## config.mk

```make
export PLATFORM = sky130hd
export DESIGN_NAME = signed_operand_entry
export DESIGN_NICKNAME = d
export VERILOG_FILES = /design/src/rtl/signed_operand_entry.sv
export SDC_FILE = /design/constraint.sdc
export NUM_CORES = 1
export LEC_CHECK = 0
export ABC_AREA = 1
export BUFFER_PORTS_ARGS = -buffer_cell sky130_fd_sc_hd__buf_2
export CORE_UTILIZATION = 30
export DETAILED_ROUTE_END_ITERATION = 12
export SYNTH_ARGS = -nofsm -noshare
export SYNTH_HDL_FRONTEND = slang
export SYNTH_SLANG_ARGS = --single-unit
```

## constraint.sdc

```tcl
create_clock -name clk -period 1.65 [get_ports clk]
set_clock_uncertainty 0.15 [all_clocks]
set_input_delay 0.4125 -clock clk [delete_from_list [all_inputs] [get_ports clk]]
set_output_delay 0.4125 -clock clk [all_outputs]
set_load 0.02 [all_outputs]
```

## src/rtl/signed_operand_entry.sv

```systemverilog
// Signed operand entry: two-flop synchronizers, per-button debounce and a small
// entry FSM that captures operands a then b from the switches on confirm presses.
module signed_operand_entry #(
  parameter int DEBOUNCE_CYCLES = 20000000,
  parameter int CNT_W           = 25
) (
  input  logic       clk,
  input  logic       rst_n,
  input  logic [2:0] sw,
  input  logic       btn_confirm,
  input  logic       btn_clear,
  output logic [2:0] a,
  output logic [2:0] b,
  output logic       operands_valid,
  output logic       load_pulse,
  output logic [1:0] state_led
);

  typedef enum logic [1:0] {
    ENTER_A = 2'b00,
    ENTER_B = 2'b01,
    READY   = 2'b10
  } state_t;

  localparam logic [CNT_W-1:0] CNT_MAX = CNT_W'(DEBOUNCE_CYCLES - 1);

  // Button index 0 is confirm, index 1 is clear.
  logic [1:0]       w_btnRaw;
  logic [1:0]       w_press;
  logic [2:0]       r_swMeta;
  logic [2:0]       r_swSync;
  logic [1:0]       r_btnMeta;
  logic [1:0]       r_btnSync;
  logic [1:0]       r_stable;
  logic [1:0]       r_prev;
  logic [CNT_W-1:0] r_cnt [2];

  state_t     r_state;
  state_t     w_nextState;
  logic [2:0] r_a;
  logic [2:0] r_b;
  logic       r_valid;
  logic       r_load;
  logic [2:0] w_nextA;
  logic [2:0] w_nextB;
  logic       w_nextValid;
  logic       w_nextLoad;

  assign w_btnRaw = {btn_clear, btn_confirm};
  assign w_press  = r_stable & ~r_prev;

  always_ff @(posedge clk or negedge rst_n) begin
    if (!rst_n) begin
      r_swMeta  <= '0;
      r_swSync  <= '0;
      r_btnMeta <= '0;
      r_btnSync <= '0;
      r_stable  <= '0;
      r_prev    <= '0;
      for (int i = 0; i < 2; i++) r_cnt[i] <= '0;
    end else begin
      r_swMeta  <= sw;
      r_swSync  <= r_swMeta;
      r_btnMeta <= w_btnRaw;
      r_btnSync <= r_btnMeta;
      r_prev    <= r_stable;
      // A level is accepted only after it has differed from stable for DEBOUNCE_CYCLES cycles.
      for (int i = 0; i < 2; i++) begin
        if (r_btnSync[i] == r_stable[i]) begin
          r_cnt[i] <= '0;
        end else if (r_cnt[i] == CNT_MAX) begin
          r_stable[i] <= r_btnSync[i];
          r_cnt[i]    <= '0;
        end else begin
          r_cnt[i] <= r_cnt[i] + CNT_W'(1);
        end
      end
    end
  end

  always_ff @(posedge clk or negedge rst_n) begin
    if (!rst_n) begin
      r_state <= ENTER_A;
      r_a     <= '0;
      r_b     <= '0;
      r_valid <= 1'b0;
      r_load  <= 1'b0;
    end else begin
      r_state <= w_nextState;
      r_a     <= w_nextA;
      r_b     <= w_nextB;
      r_valid <= w_nextValid;
      r_load  <= w_nextLoad;
    end
  end

  always_comb begin
    w_nextState = r_state;
    w_nextA     = r_a;
    w_nextB     = r_b;
    w_nextValid = r_valid;
    w_nextLoad  = 1'b0;
    case (r_state)
      ENTER_A: begin
        if (w_press[0]) begin
          w_nextA     = r_swSync;
          w_nextState = ENTER_B;
        end
      end
      ENTER_B: begin
        if (w_press[0]) begin
          w_nextB     = r_swSync;
          w_nextValid = 1'b1;
          w_nextLoad  = 1'b1;
          w_nextState = READY;
        end
      end
      READY: begin
        if (w_press[0]) begin
          w_nextA     = r_swSync;
          w_nextValid = 1'b0;
          w_nextState = ENTER_B;
        end
      end
      default: begin
        w_nextA     = '0;
        w_nextB     = '0;
        w_nextValid = 1'b0;
        w_nextState = ENTER_A;
      end
    endcase
    // Clear overrides any confirm arriving in the same cycle.
    if (w_press[1]) begin
      w_nextA     = '0;
      w_nextB     = '0;
      w_nextValid = 1'b0;
      w_nextLoad  = 1'b0;
      w_nextState = ENTER_A;
    end
  end

  assign a              = r_a;
  assign b              = r_b;
  assign operands_valid = r_valid;
  assign load_pulse     = r_load;
  assign state_led      = r_state;

endmodule

```

==> results of run 1 <==
[how the worst max path moves through the flow]
stage,from,endpoint,slack [ns],cells past startpoint
after floorplan,r_cnt[25]$_DFF_PN0_,r_cnt[35]$_DFF_PN0_,0.05,9
after global placement,r_cnt[1]$_DFF_PN0_,r_cnt[11]$_DFF_PN0_,0.06,8
after detailed placement,r_cnt[1]$_DFF_PN0_,r_cnt[13]$_DFF_PN0_,-0.001,8
after CTS,r_cnt[26]$_DFF_PN0_,r_cnt[35]$_DFF_PN0_,0.004,8
after global routing,r_cnt[26]$_DFF_PN0_,r_cnt[47]$_DFF_PN0_,-0.004,8
final,r_cnt[26]$_DFF_PN0_,r_cnt[35]$_DFF_PN0_,0.10,8
[timing repair]
action / in CTS / in global routing
cloned: 0 / 0
pin swaps: 0 / 2
hold buffers: 1 / 0
setup endpoints to repair: 2 / 32
endpoints found under the hold margin: 24 / 0
resized for setup: 1 / 8
[cell usage in the layout (no fill, tap or decap), drive strengths merged, types with 2 or more instances in the layout]
cell,netlist,layout
buf,2,30
o21ai,7,7
clkbuf,0,13
nand2,122,122
nor2,131,131
and2,2,2
xnor2,10,10
nand3,38,38
inv,40,40
xor2,17,17
a21oi,12,12
ha,2,2
nand3b,2,2
dfrtp,74,74
o21bai,2,2
[logic make-up (layout without fill, tap and decap cells)]
family | count (synthesis) | after routing
simple gates | 296 | 296
xor+xnor | 27 | 27
flops | 74 | 74
buf+inv | 42 | 86
compound gates | 24 | 24
fa+ha+maj | 2 | 2
[critical path: cells and delay by family (launching register included)]
family                   cells  cell delay, ns
flip-flops                   1            0.37
AND/OR/NAND/NOR              7            0.74
adder cells (fa/ha/maj)      1            0.17
[power groups by stage]
| stage | Sequential [mW] | Clock, mW | Combinational [mW] |
|---|---|---|---|
| after global routing | 1.86 | 1.92 | 0.156 |
| after detailed placement | 1.89 | 0 | 0.133 |
| after global placement | 1.89 | 0 | 0.130 |
| final | 1.86 | 1.78 | 0.136 |
| after CTS | 1.86 | 1.84 | 0.137 |
| after floorplan | 1.89 | 0 | 0.0514 |
[sequential cells by signal (all words and copies together) (netlist names), 3 cells and up]
name      cells
r_swMeta      3
r_swSync      3
r_cnt        50
a             3
b             3
[per-stage QoR]
| step | std cells | setup WS (ns) | util, % | setup TNS, ns |
|---|---|---|---|---|
| 5_1_grt | 656 | -0.00417 | 36.8 | -0.00417 |
| 6_report | 656 | 0.102 | 36.8 | 0 |
| 2_1_floorplan | 465 | 0.0491 | - | 0 |
| 3_5_place_dp | 640 | -0.00108 | 34.1 | -0.00108 |
| 3_3_place_gp | 640 | 0.0622 | 34.1 | 0 |
| 4_1_cts | 656 | 0.00449 | 36.5 | 0 |
[final cells by class]
cell class | count | area, um2 | share of cell area [%]
timing repair buffer | 31 | 235 | 5.32
clock inverter | 2 | 12.5 | 0.283
sequential | 74 | 1850 | 41.9
multi-input combinational | 349 | 1730 | 39.1
inverter | 40 | 150 | 3.40
clock buffer | 13 | 260 | 5.89
tap | 147 | 184 | 4.16
[layer usage]
metal	share of wire, %	up-vias	global-route usage (%)
li1	-	1520	-
met4	1.2	0	4.65
met2	49	53	22.6
met1	46	1378	17.1
met3	3.8	9	3.59
met5	0	-	0
==> results.md, run 1 <==
- CTS H-Tree Depth: 3
- Post-Synth XOR/XNOR Area: between 6 and 7%
- Synth area leaders: dfrtp_1, nor2_1, nand2_1
- CP required: 1.71 ns
- Part of the power in registers: around half
- Async set or reset register ratio after synthesis: 100%
- Mux cell area share after synthesis: 0%
- # rows: 40
- Largest family of logic cells by synthesized area: simple AND/OR/NAND/NOR gates
- DIE WIDTH: 113 um
- Endpoints failing setup: 0
- Synth Warn #: 0
- Seq/Total Area, Yosys: between 40 and 50%
- Leakage: ~1.9 nW
- CTS max path bufs: 2
- #FFs+latches synth: 74
- Die area: roughly 13000 um2
- CTS Buf Count: 9
- Syn_area_per_cell: between 7 and 8 um2
- Initial antenna violation count: 0
- Core ar.: approximately 12000 um2
- Die Ht: 113 um
- Worst-margin pin slew: 0.487 ns
- Tot GR Track Use: a little over an eighth
- Period minus WS final: roughly 1.5 ns
- Post-synth EDFFs: 0
- Cells on worst reg2reg path: 8
- Layout cells sized above 1: ~15%
- Crit path cell chain: ha_1, nand2_1, nor2_4, nand2_4, nor2_4, nand2_4, nand2_4, nor2_1
- Clk network pwr share: a little under half
- DR iter-0 viols: about 240
- Synth cell types: 24
- Switching Power: 790 uW
- Synth Area in Compound Gates: under 10%
- Wire length per cell: 11.9 um
- DRT antenna net count: 0
- GPL Wtd Cong: 0.936
- Slowest stage delay, CP: 0.37 ns
- Most frequent cells after synthesis: nor2_1, nand2_1, dfrtp_1
- Area growth, synth to finish: 19.2%
- FMAX: 0.646 GHz
- CTS tree: done
- Clock Latency Late Sink: around 0.33 ns
- Hold Path Origin: sw[1]
- Drt drc: 0
- Largest net degree at the start of global routing: 28
- Port bufs: 16
- Post-Synth Adder-Cell Area: less than 1%
- Vias in the first global route: ~3000
- Yosys top cell area share: between 40% and 50%
- Critical path's most frequent cell: nand2_4
- Final Hold Viols: 0
- First-pass GRT wire length: 13800 um
- CTS sink count: 74
- Cell taking the most area after synthesis: dfrtp_1
- Count leader, synth: nor2_1
- Power Total: ~3.8 mW
- Mapped Area: approximately 3700 um2
- Combinational power share: about 3.6%
- Int Power: ~3 mW
- VDD IR max: around 0.43 mV
- Status: finished clean
- Final critical-path share of the clock period: 93.8%
- Inserted Diodes: 0
- Final instance area: 4420 um2
- Slew headroom: between 60% and 70%
- R2r startpoint: r_cnt[26]$_DFF_PN0_
- Mapped Cells: about 470
- First drt pass iteration count: 5
- R2r endpoint: r_cnt[35]$_DFF_PN0_
- Min-Delay Path Depth: 1
- Worst R2R Setup Slack: 0.10 ns
- Worst-path clk slew: about 0.050 ns
- Slew Limit Fails: 0
- Number of max-cap violations: 0
- Crit path kind: reg2reg
- Via Count: 2960
- Switching power share of the total: between 20% and 30%
- Worst hold margin: 0.0412 ns
- Total gr overflow: 0
- Area post-placement: ~4000 um2
- Initial Utilization: a little under a third
- Final Net Count: between 500 and 600
- Via/cell ratio: roughly 4.5
- Fillers: 1221
- Simple-gate share of the synthesized area: 34.4%
- Worst Hold Endpoint: r_swMeta[1]$_DFF_PN0_
- Post-CTS Setup Inserts: 0
- Main synth FF type: dfrtp_1
- Clock Tree Root: clkbuf_16
- Worst EP arrival: between 1.5 and 2 ns
- HPWL after detailed placement: about 6000 um
- CP Launch Type: register
- Worst hold path type: in2reg
- Num ports: 17
- CP endpoint kind: register
- Slowest cell on crit path: dfrtp_1
- P per Cell Area: ~850 nW/um2
- Syn nets: 474
- Worst-path fanout max: 11
- Routed WL: a little under 8000 um
Power figures use the tool's default switching activity.
==> run 2, diff against run 1 <==
- CORE_UTILIZATION: 30 -> 35
==> run 2 against run 1 <==
Compared with the run above: design area fell by 0.45%; register-to-register slack is essentially flat; non-clock buffer count up 7; fmax increased by 0.80%; setup slack improved by 0.012 ns; sequential share of layout area is 0.28 points higher; utilization is 6.0 points higher; via count is 1.1% higher; global-route usage is 2.2 points higher; sequential power is essentially flat; hold slack better by 0.16 ns; wire length increased by 0.97%; critical path type unchanged; critical endpoint unchanged; largest cell class unchanged.
==> results.md, run 2 (synthesized netlist as in run 1, its figures left out) <==
- CTS H-Tree Depth: 3
- CP endpoint kind: register
- Final instance area: 4400 um2
- CTS tree: done
- Met3 usage in global routing: around 5.1%
- First drt pass iteration count: 4
- Worst R2R Setup Slack: 0.11 ns
- HPWL after detailed placement: 5760 um
- CTS sink count: between 70 and 80
- DIE WIDTH: 105 um
- Vias in the first global route: 2981
- Number of max-cap violations: 0
- Num ports: 17
- Largest net degree at the start of global routing: 75
- Crit path kind: reg2reg
- Final critical-path share of the clock period: 93.1%
- GPL Wtd Cong: around 0.86
- Total gr overflow: 0
- # rows: 37
- Top reg by flops: r_cnt
- Slew Limit Fails: 0
- Via Count: 2994
- Worst EP arrival: approximately 1.6 ns
- Initial Utilization: between 30% and 40%
- VDD IR max: between 0.5 and 0.6 mV
- R2r endpoint: r_cnt[35]$_DFF_PN0_
- Met2 GRT Util: about a quarter
- Leakage: 1.89 nW
- Sequential Area: about 1900 um2
- CTS max path bufs: 2
- Worst Hold Endpoint: r_swSync[1]$_DFF_PN0_
- Max reg flops: 50
- Worst hold path type: reg2reg
- Cells on worst reg2reg path: 8
- Area growth, synth to finish: 18.7%
- CP required: between 1.5 and 2 ns
- Hold Path Origin: r_swMeta[1]$_DFF_PN0_
- FMAX: 0.651 GHz
- Die Ht: 105 um
- Fillers: ~1000
- CP Launch Type: register
- Clock Latency Late Sink: 0.35 ns
- Die area: 11000 um2
- Drt drc: 0
- Core ar.: approximately 10000 um2
- CTS Buf Count: 9
- Port bufs: 16
- Worst-path fanout max: 6
- Slew headroom: roughly three quarters
- Status: finished clean
- Worst-path clk slew: 0.08 ns
- Layout cells sized above 1: between 10% and 20%
- Tot GR Track Use: between 10% and 20%
- Met1 GRT Util: between 10% and 20%
- Final Hold Viols: 0
- Worst-margin pin slew: between 0.3 and 0.4 ns
- Multi-input logic area: roughly 1800 um2
- Wire length per cell: 12.1 um
- R2r startpoint: r_cnt[25]$_DFF_PN0_
- Most frequent cells in the layout: nand2_1, nor2_1, dfrtp_1
- Initial antenna violation count: 0
- P per Cell Area: about 730 nW/um2
- DRT antenna net count: 0
- Worst hold margin: approximately 0.20 ns
- Period minus WS final: approximately 1.5 ns
- First-pass GRT wire length: 13800 um
- Area post-placement: between 4000 and 5000 um2
- Clock Tree Root: clkbuf_8
- Via/cell ratio: ~4.6
- DR iter-0 viols: 132
- Most Used Layer, Global Route: met2
- Most common cell after layout, fill and taps aside: nand2_1
- Routed WL: a little under 8000 um
- Inserted Diodes: 0
- Final Net Count: between 500 and 600
- Min-Delay Path Depth: 0
- Endpoints failing setup: 0
## run 2: cell types whose count changed in the layout (fill, tap and decap cells not counted), sizes merged
cell / previous run / this run
buf: 30 / 32
clkbuf: 13 / 10
clkinv: 1 / 3
clkinvlp: 1 / 2
dlygate4sd3: 1 / 6
inv: 40 / 41
nand2: 122 / 124
## run 2: worst max-delay path, stage by stage, from the launching register on
cell and delay (ns):
dfrtp_1 0.36, ha_2 0.19, nand2_2 0.07, nor2_4 0.16
nand2_4 0.10, nor2_4 0.13, nand2_4 0.10, nand2_4 0.11
nor2_1 0.06
## run 2: worst max-delay path by stage
stage,start,endpoint,slack (ns),depth (start not counted)
after floorplan,r_cnt[25]$_DFF_PN0_,r_cnt[35]$_DFF_PN0_,0.05,9
after global placement,r_cnt[1]$_DFF_PN0_,r_cnt[16]$_DFF_PN0_,0.08,8
after detailed placement,r_cnt[1]$_DFF_PN0_,r_cnt[0]$_DFF_PN0_,0.02,8
after CTS,r_cnt[26]$_DFF_PN0_,r_cnt[38]$_DFF_PN0_,0.008,8
after global routing,r_cnt[25]$_DFF_PN0_,r_cnt[35]$_DFF_PN0_,-0.0006,8
final,r_cnt[25]$_DFF_PN0_,r_cnt[35]$_DFF_PN0_,0.11,8
## run 2: layout make-up
type | instances | share of cell area, %
timing repair buffer | 38 | 6.25
clock buffer | 10 | 2.90
sequential | 74 | 42.2
multi-input combinational | 351 | 40.4
inverter | 40 | 3.41
tap | 136 | 3.87
clock inverter | 6 | 0.966
## run 2: metrics by stage
stage          power, mW  cells  setup slack (ns)  util [%]   TNS [ns]
2_1_floorplan       1.94    465            0.0491         -          0
3_3_place_gp        2.01    629            0.0796      39.5          0
3_5_place_dp        2.01    629            0.0204      39.5          0
4_1_cts             3.27    650           0.00795      41.6          0
5_1_grt             3.38    655         -0.000552      42.8  -0.000552
6_report            3.23    655             0.114      42.8          0
## run 2: repair_timing
item | 4_1_cts | 5_1_grt
endpoints found under the hold margin | 78 | 1
hold buffers | 5 | 1
endpoints found under the setup margin | 0 | 34
gates resized for setup | 0 | 22
buffers inserted | 0 | 2
## run 2: report_power, final
part	internal [mW]	switching (mW)	leakage (nW)	total, mW
logic	0.0561	0.0886	0.810	0.145
registers	1.84	0.0174	1.00	1.85
clock network	0.548	0.689	0.0827	1.24
total	2.44	0.795	1.89	3.23
## run 2: per-layer routing
metal,routed length (um),up-vias,part of all wire [%]
met4,93,0,1.2
met1,3640,1406,46
met2,3920,40,50
met5,0,-,0
li1,-,1541,-
met3,263,7,3.3
==> run 3, diff against run 2 <==
- CORE_ASPECT_RATIO: not set -> 0.9
==> run 3 against run 2 <==
Compared with the run above: total power rose by 28%; critical path type unchanged; count of clock-buffer cells in the layout did not move; largest power group is now clock; utilization rose by 0.43 points; via count fell by 1.4%; combinational power fell by 7%; hold slack got worse by 0.16 ns; highest routed layer unchanged; final cell count fell by 2.6%; design area rose by 1.1%; sequential share of layout area fell by 0.56 points; sequential cell count did not move; sequential power barely moved; clock power rose by 75%.
==> results.md, run 3 (synthesized netlist as in run 1, its figures left out) <==
- Initial antenna violation count: 0
- Final core utilization: 43.3%
- Port bufs: 16
- Die Ht: 99.7 um
- Top reg by flops: r_cnt
- Met1 GRT Util: 19.8%
- Final Hold Viols: 0
- FMAX: 0.644 GHz
- HPWL after detailed placement: around 6000 um
- VDD IR max: approximately 0.57 mV
- CP Capture Point: r_cnt[27]$_DFF_PN0_
- First drt pass iteration count: 4
- CTS max path bufs: 2
- Slew headroom: roughly 63%
- Met2 GRT Util: between 20% and 30%
- Non-Filler Instances: approximately 640
- CP Launch Type: register
- Leakage: 1.93 nW
- Via/cell ratio: around 4.6
- CTS sink count: 74
- Final Net Count: about 510
- CP Depth: 3
- Unrepaired setup endpoints after global routing: yes
- Wire length per cell: 12.3 um
- Worst setup margin: a little under 0.1 ns
- GPL Wtd Cong: ~0.91
- Status: finished clean
- Slowest stage delay, CP: roughly 0.46 ns
- CP required: roughly 1.7 ns
- Crit path cell chain: xor2_2, inv_2, nor3b_1
- CTS H-Tree Depth: 3
- Pre-CTS setup slack: approximately 0.019 ns
- Vias in the first global route: roughly 3000
- R2r startpoint: r_stable[0]$_DFFE_PN0P_
- Most frequent cells in the layout: nand2_1, nor2_1, dfrtp_1
- DRT antenna net count: 0
- Final critical-path share of the clock period: between 90% and 100%
- # rows: 35
- Clock Latency Late Sink: 0.33 ns
- Cells on worst reg2reg path: 3
- Total gr overflow: 0
- Layout cells sized above 1: ~17%
- R2r endpoint: r_cnt[27]$_DFF_PN0_
- First-pass GRT wire length: roughly 14000 um
- Worst R2R Setup Slack: 0.1 ns
- Most common cell after layout, fill and taps aside: nand2_1
- Clock Tree Root: clkbuf_16
- Most Used Layer, Global Route: met2
- Slowest cell on crit path: xor2_2
- Num ports: 17
- CP startpoint: r_stable[0]$_DFFE_PN0P_
- Tot GR Track Use: between 15 and 20%
- DR iter-0 viols: roughly 160
- Worst-path fanout max: 9
- Crit path kind: reg2reg
- Drt drc: 0
- Worst-path clk slew: ~0.060 ns
- Worst hold path type: in2reg
- P per Cell Area: ~930 nW/um2
- Initial Utilization: 36.0%
- CP endpoint kind: register
- Number of max-cap violations: 0
- Area growth, synth to finish: 20.0%
- Slew Limit Fails: 0
- DIE WIDTH: roughly 110 um
- Worst hold margin: 0.0388 ns
- Worst EP arrival: approximately 1.6 ns
- Max reg flops: 50
- Fillers: around 1000
- Routed WL: 7870 um
- Period minus WS final: around 1.6 ns
- Worst-margin pin slew: ~0.56 ns
- Via Count: between 2000 and 3000
- Met3 usage in global routing: under 10%
- Largest net degree at the start of global routing: 34
- Inserted Diodes: 0
- CTS Buf Count: 9
- Placed Instances: between 600 and 700
- Buf/Inv on CP: 1
- CP delay by family, top: XOR/XNOR gates
- Power Total: 4.16 mW
- Endpoints failing setup: 0
- Core ar.: about 10000 um2
- CTS tree: done
- Die area: 11000 um2
-- run 3: changes by cell type in the layout (fill, tap and decap cells not counted), sizes merged --
cell,previous run,this run
buf,32,29
clkinvlp,2,0
inv,41,40
nand2,124,123
dlygate4sd3,6,1
bufinv,0,3
clkinv,3,2
-- run 3: report_power, final --
group          internal, mW  switching (mW)
combinational        0.0472          0.0875
sequential             1.84          0.0154
clock                  1.47           0.699
total                  3.35           0.802
-- run 3: how the worst min path moves through the flow --
stage                             endpoint                    from  depth (start not counted)  slack, ns
finish               r_swMeta[2]$_DFF_PN0_                   sw[2]                          1       0.04
global route        r_btnMeta[0]$_DFF_PN0_             btn_confirm                          1       0.03
CTS                  r_swMeta[2]$_DFF_PN0_                   sw[2]                          1       0.03
detailed placement  r_btnSync[1]$_DFF_PN0_  r_btnMeta[1]$_DFF_PN0_                          0       0.19
global placement     r_swSync[2]$_DFF_PN0_   r_swMeta[2]$_DFF_PN0_                          0       0.18
floorplan                 a[0]$_DFFE_PN0P_                   rst_n                          0      -0.03
-- run 3: layer usage --
layer | share of wire (%) | wire, um
met5 | 0 | 0
met3 | 3.5 | 276
met2 | 46 | 3640
met1 | 49 | 3820
met4 | 1.6 | 126
-- run 3: what timing repair did --
action / CTS / global route
hold buffers: 1 / 0
endpoints found under the hold margin: 21 / 0
setup buffers: 0 / 1
endpoints found under the setup margin: 0 / 38
gates resized for setup: 0 / 13
-- run 3: worst register-to-register path, stage by stage (launching register included) --
cell and delay, ns:
dfrtp_1 0.44, xor2_2 0.46, inv_2 0.19, nor3b_1 0.23
-- run 3: per-stage QoR --
stage	TNS [ns]	instance area, um2
floorplan	0	3710
global placement	0	4050
detailed placement	0	4050
CTS	0	4390
global route	-0.0734	4450
finish	0	4450
-- run 3: layout make-up --
| cell class | count | area, um2 | area share (%) |
|---|---|---|---|
| repair buffers | 30 | 215 | 4.83 |
| clock buffers | 10 | 229 | 5.14 |
| clock inverters | 5 | 104 | 2.33 |
| multi-input cells | 350 | 1740 | 39.1 |
| flip-flops and latches | 74 | 1850 | 41.6 |
| inverters | 40 | 150 | 3.37 |
| well taps | 129 | 161 | 3.63 |
